<file path="config.mk">
export PLATFORM = sky130hd
export DESIGN_NAME = if_fetch_unit
export DESIGN_NICKNAME = d
export VERILOG_FILES = /design/src/rtl/if_fetch_unit.sv
export SDC_FILE = /design/constraint.sdc
export NUM_CORES = 1
export LEC_CHECK = 0
export BUFFER_PORTS_ARGS = -buffer_cell sky130_fd_sc_hd__buf_4
export CAP_MARGIN = 0
export CORE_ASPECT_RATIO = 1.25
export CORE_MARGIN = 3
export CORE_UTILIZATION = 50
export DETAILED_ROUTE_END_ITERATION = 10
export GPL_TIMING_DRIVEN = 0
export PLACE_DENSITY_LB_ADDON = 0.1
export SLEW_MARGIN = 20
export SYNTH_ARGS = -nofsm -noshare
export SYNTH_HDL_FRONTEND = slang
export SYNTH_SLANG_ARGS = --single-unit
</file>
<file path="constraint.sdc">
create_clock -name clk -period 2.3 [get_ports clk]
set_clock_uncertainty 0.05 [all_clocks]
set_input_delay 0.46 -clock clk [delete_from_list [all_inputs] [get_ports clk]]
set_output_delay 0.46 -clock clk [all_outputs]
set_load 0.1 [all_outputs]
</file>
<file path="src/rtl/if_fetch_unit.sv">
// Instruction fetch stage: drives the instruction memory and presents a registered
// instruction, its return address and a valid flag to decode.
module if_fetch_unit (
  input  logic        clk,
  input  logic        rst,
  input  logic        freeze,
  input  logic        branch_taken,
  input  logic [31:0] branch_addr,
  output logic        imem_req,
  output logic [31:0] imem_addr,
  input  logic        imem_ready,
  input  logic [31:0] imem_rdata,
  output logic [31:0] Instruction,
  output logic [31:0] PC_out,
  output logic        valid
);

  typedef enum logic [1:0] {
    ST_WAIT1 = 2'd0,
    ST_RUN   = 2'd1,
    ST_SKID  = 2'd2
  } state_e;

  state_e      state_q, state_d;
  logic [31:0] pc_q, pc_d;
  logic [31:0] instr_q, instr_d;
  logic [31:0] pc_out_q, pc_out_d;
  logic        valid_q, valid_d;
  logic [31:0] skid_instr_q, skid_instr_d;
  logic [31:0] skid_pc_q, skid_pc_d;
  logic        imem_req_q;

  // Sequential fetch address; wraps modulo 2^32.
  function automatic logic [31:0] pc_plus4(input logic [31:0] pc);
    return pc + 32'd4;
  endfunction

  // State register
  always_ff @(posedge clk or negedge rst) begin
    if (!rst) begin
      state_q <= ST_WAIT1;
    end else begin
      state_q <= state_d;
    end
  end

  // Next-state logic; a redirect always lands in RUN
  always_comb begin
    state_d = state_q;
    if (branch_taken) begin
      state_d = ST_RUN;
    end else begin
      case (state_q)
        ST_WAIT1: state_d = ST_RUN;
        ST_RUN: begin
          if (imem_ready && freeze) begin
            state_d = ST_SKID;
          end else begin
            state_d = ST_RUN;
          end
        end
        ST_SKID: begin
          if (!freeze) begin
            state_d = ST_RUN;
          end else begin
            state_d = ST_SKID;
          end
        end
        default: state_d = ST_WAIT1;
      endcase
    end
  end

  // Output and datapath next-state logic; everything holds unless a case updates it
  always_comb begin
    pc_d         = pc_q;
    instr_d      = instr_q;
    pc_out_d     = pc_out_q;
    valid_d      = valid_q;
    skid_instr_d = skid_instr_q;
    skid_pc_d    = skid_pc_q;
    if (branch_taken) begin
      pc_d         = branch_addr & 32'hFFFF_FFFC;
      instr_d      = 32'd0;
      valid_d      = 1'b0;
      skid_instr_d = 32'd0;
      skid_pc_d    = 32'd0;
    end else begin
      case (state_q)
        ST_WAIT1: begin
          pc_d = pc_q;
        end
        ST_RUN: begin
          if (imem_ready) begin
            pc_d = pc_plus4(pc_q);
            if (freeze) begin
              // Decode is stalled: park the returned word until it can accept it.
              skid_instr_d = imem_rdata;
              skid_pc_d    = pc_plus4(pc_q);
            end else begin
              instr_d  = imem_rdata;
              pc_out_d = pc_plus4(pc_q);
              valid_d  = 1'b1;
            end
          end else if (!freeze) begin
            instr_d = 32'd0;
            valid_d = 1'b0;
          end else begin
            valid_d = valid_q;
          end
        end
        ST_SKID: begin
          if (!freeze) begin
            instr_d      = skid_instr_q;
            pc_out_d     = skid_pc_q;
            valid_d      = 1'b1;
            skid_instr_d = 32'd0;
            skid_pc_d    = 32'd0;
          end else begin
            valid_d = valid_q;
          end
        end
        default: begin
          valid_d = 1'b0;
        end
      endcase
    end
  end

  // Datapath and output registers
  always_ff @(posedge clk or negedge rst) begin
    if (!rst) begin
      pc_q         <= 32'd0;
      instr_q      <= 32'd0;
      pc_out_q     <= 32'd0;
      valid_q      <= 1'b0;
      skid_instr_q <= 32'd0;
      skid_pc_q    <= 32'd0;
      imem_req_q   <= 1'b0;
    end else begin
      pc_q         <= pc_d;
      instr_q      <= instr_d;
      pc_out_q     <= pc_out_d;
      valid_q      <= valid_d;
      skid_instr_q <= skid_instr_d;
      skid_pc_q    <= skid_pc_d;
      imem_req_q   <= (state_d == ST_RUN);
    end
  end

  assign imem_req    = imem_req_q;
  assign imem_addr   = pc_q;
  assign Instruction = instr_q;
  assign PC_out      = pc_out_q;
  assign valid       = valid_q;

endmodule
</file>
==> impl_results.md <==
* Syn Inst Count at 857
* Die X at 117 um
* Row count at 50
* Bufs and invs on worst path at 2
* Largest net degree at the start of global routing at 89
* Critical Path Fanout Max at 9
* Top-area cell type share of the netlist area at 51.7%
* Worst setup startpoint: imem_addr[10]$_DFFE_PN0N_
* Final hold violation count at 0
* Total number of vias at 7016
* Post-Route WL at 22.3 mm
* RR Startpoint: imem_addr[10]$_DFFE_PN0N_
* Crit-path cells: buf_2 > and4_1 > nand4_1 > buf_4 > o31a_1 > o31ai_1 > o21ai_0
* CP endpoint kind: flop
* Vias in the first global route at 6863
* Leak Pwr at 0.00447 uW
* FF-to-FF setup slack at 0.06 ns
* Placed Cells at 1228
* Layout area overhead at 30.8%
* Seq/Total Area, Yosys at 51.7%
* R2r worst-path depth at 7
* Gpl congestion at 0.891
* CTS tree: yes
* Die span in y at 145 um
* Max-cap violation count at 0
* Setup_tns at 0 ns
* Synthesized cell area at 0.00774 mm2
* Power Total at 10100 uW
* Cell variety after synth at 44
* Final ANT Viol Nets at 0
* Critical path depth at 7
* Max Freq at 0.447 GHz
* Setup Crit Path Kind: flop to flop
* Die ar. at 0.0170 mm2
* Most common library cells after synthesis: nand2_1, dfrtp_1, o21ai_0, clkbuf_1, o31ai_1
* N_diodes at 0
* I/O Pins at 167
* Clk sink count at 160
* Final slew viol count at 0
* Port bufs at 161
* Drc violations at 0
* Total gr overflow at 0
* Final hold slack at 0.188 ns
* Status: complete, no violations
* Post-synth EDFFs at 0
* Reg clk slew, reported paths at 0.06 ns
* Initial drt markers at 519
* First drt pass iteration count at 5
* Hold Crit Class: input port to flop
* Worst slew margin at 51.5%
* PD cells at 996 mW/mm2
* Worst Tran Pin Value at 0.728 ns
* Synthesized area per cell at 9.04 um2
* Slowest cell on crit path: dfrtp_2
* Skew-Pair Late Insertion Delay at 0.43 ns
* Top FF cell, synth: dfrtp_1
* Vias/cell at 5.53
* Share of synthesized flip-flops with an asynchronous set or reset at 100%
* First-pass GRT wire length at 36.0 mm
* Worst setup path end: PC_out[22]$_DFFE_PN0P_
* Top cells by area, synth: dfrtp_1, nand2_1, o21ai_0
* HPWL after DPL at 16.3 mm
* H-tree levels at 4
* # setup viols final at 0
* Yosys warnings at 0
* Initial Utilization at 51.4%
* RSZ-0062 raised after global routing: true
* CP Launch Type: flop
* Yosys reg bits at 160
* Initial antenna violation count at 0
* Root buf cell: clkbuf_16
* Worst path top cell family by delay: compound AO/OA/AOI/OAI gates
* Min cycle time layout at 2.24 ns
* Max clock buf depth at 2
* Total GRT Usage at 26.3%
* Layout cells sized above 1 at 27.5%
* Required @ worst endpoint at 2.55 ns
* Fin cells at 1268
* Nets at 1121
* Routed WL per cell at 17.6 um
* Top-count cell post-synth: nand2_1
* Max VDD drop at 0.000613 V
* Final worst-path cycle share at 97.3%
* Synth area leader: dfrtp_1
* RR Endpoint: PC_out[22]$_DFFE_PN0P_
* Core ar. at 0.0151 mm2
* CP peak stage delay at 0.36 ns
* CTS Buf Count at 17
* CP arrival at 2.49 ns
final cells by class:
class / count / area, um2
buffer: 70 / 364
multi-input combinational: 619 / 3540
inverter: 9 / 33.8
timing repair buffer: 170 / 1310
clock inverter: 9 / 109
clock buffer: 23 / 468
fill: 1286 / 4950
tap: 208 / 260
sequential: 160 / 4050
layer usage:
metal	wire, um	track usage, %	vias to the layer above
met1	9090	31.8	3355
met3	1160	6.28	46
met5	0	0	-
met2	11400	45.8	259
li1	-	-	3356
met4	661	9.68	0
cells by family (layout without fill, tap and decap cells):
group | count (synthesis) | after routing | share of synthesized area [%]
DFF | 160 | 160 | 51.7
and+or+nand+nor | 337 | 337 | 19.1
muxes | 4 | 4 | 0.549
xor gates and xnor gates | 48 | 48 | 5.43
AOI/OAI and AO/OA | 223 | 223 | 18.0
adders and majority gates | 5 | 5 | 0.808
buffers and inverters | 79 | 281 | 4.30
other | 1 | 2 | 0.0484
state kept, by name, indices dropped and copies added (netlist names):
register,flops
Instruction,32
PC_out,31
imem_addr,30
imem_req,1
skid_instr_q,32
skid_pc_q,31
state_q,2
valid,1
worst min path at each step:
stage | from | end | slack, ns | cells after the start
final | branch_addr[10] | imem_addr[10]$_DFFE_PN0N_ | 0.19 | 3
after global placement | skid_pc_q[22]$_DFFE_PN0P_ | skid_pc_q[22]$_DFFE_PN0P_ | 0.40 | 2
after global routing | branch_addr[3] | imem_addr[3]$_DFFE_PN0N_ | 0.18 | 3
after detailed placement | rst | Instruction[17]$_DFFE_PN0P_ | 0.41 | 1
after floorplan | rst | Instruction[0]$_DFFE_PN0P_ | 0.11 | 0
after CTS | branch_addr[10] | imem_addr[10]$_DFFE_PN0N_ | 0.17 | 3
cells in the final DEF, fill, tap and decap left out, types with 6 or more instances in the layout:
cell,Yosys,routed
a21oi_1,6,6
a22oi_1,33,33
and2_1,6,6
and4_1,6,6
buf_2,11,6
buf_4,6,173
clkbuf_1,52,29
clkbuf_16,0,17
clkbuf_2,0,25
dfrtp_1,160,137
dfrtp_2,0,16
dfrtp_4,0,7
inv_1,9,9
nand2_1,207,207
nand2b_1,7,7
nand3_1,21,20
nand4_1,13,13
nor2_1,38,34
nor3_1,11,9
o21ai_0,108,107
o221ai_1,6,6
o31ai_1,41,41
xnor2_1,27,27
xor2_1,21,21
worst register-to-register path, cell delays in order, from the launching register on:
cell and delay [ns]:
dfrtp_2 0.36, buf_2 0.20, and4_1 0.31, nand4_1 0.23, buf_4 0.22, o31a_1 0.29
o31ai_1 0.34, o21ai_0 0.12
report_power, final:
group	leakage (uW)	switching, uW	total [uW]	internal, uW
clock	0.000269	1110	2770	1650
combinational	0.00215	3010	3830	821
sequential	0.00205	285	3490	3210
total	0.00447	4410	10100	5680
stage by stage:
step | util [%] | worst slack (ns) | cell area (um2)
after floorplan | - | 0.00183 | 7810
after global placement | 61.5 | -0.428 | 9280
after detailed placement | 61.8 | -0.408 | 9310
after CTS | 66.3 | 0.00668 | 10000
after global routing | 67.2 | -0.0182 | 10100
final | 67.2 | 0.0622 | 10100
timing repair:
item                                    in CTS  in global routing
setup buffers                                3                  3
hold buffers                                 1                  0
endpoints found under the setup margin     126                125
gates resized for setup                     24                 55
gates cloned                                 0                  1
pin swaps                                    2                  2
hold endpoints to repair                    72                  0
No activity file was read; power rests on OpenSTA's default activity.
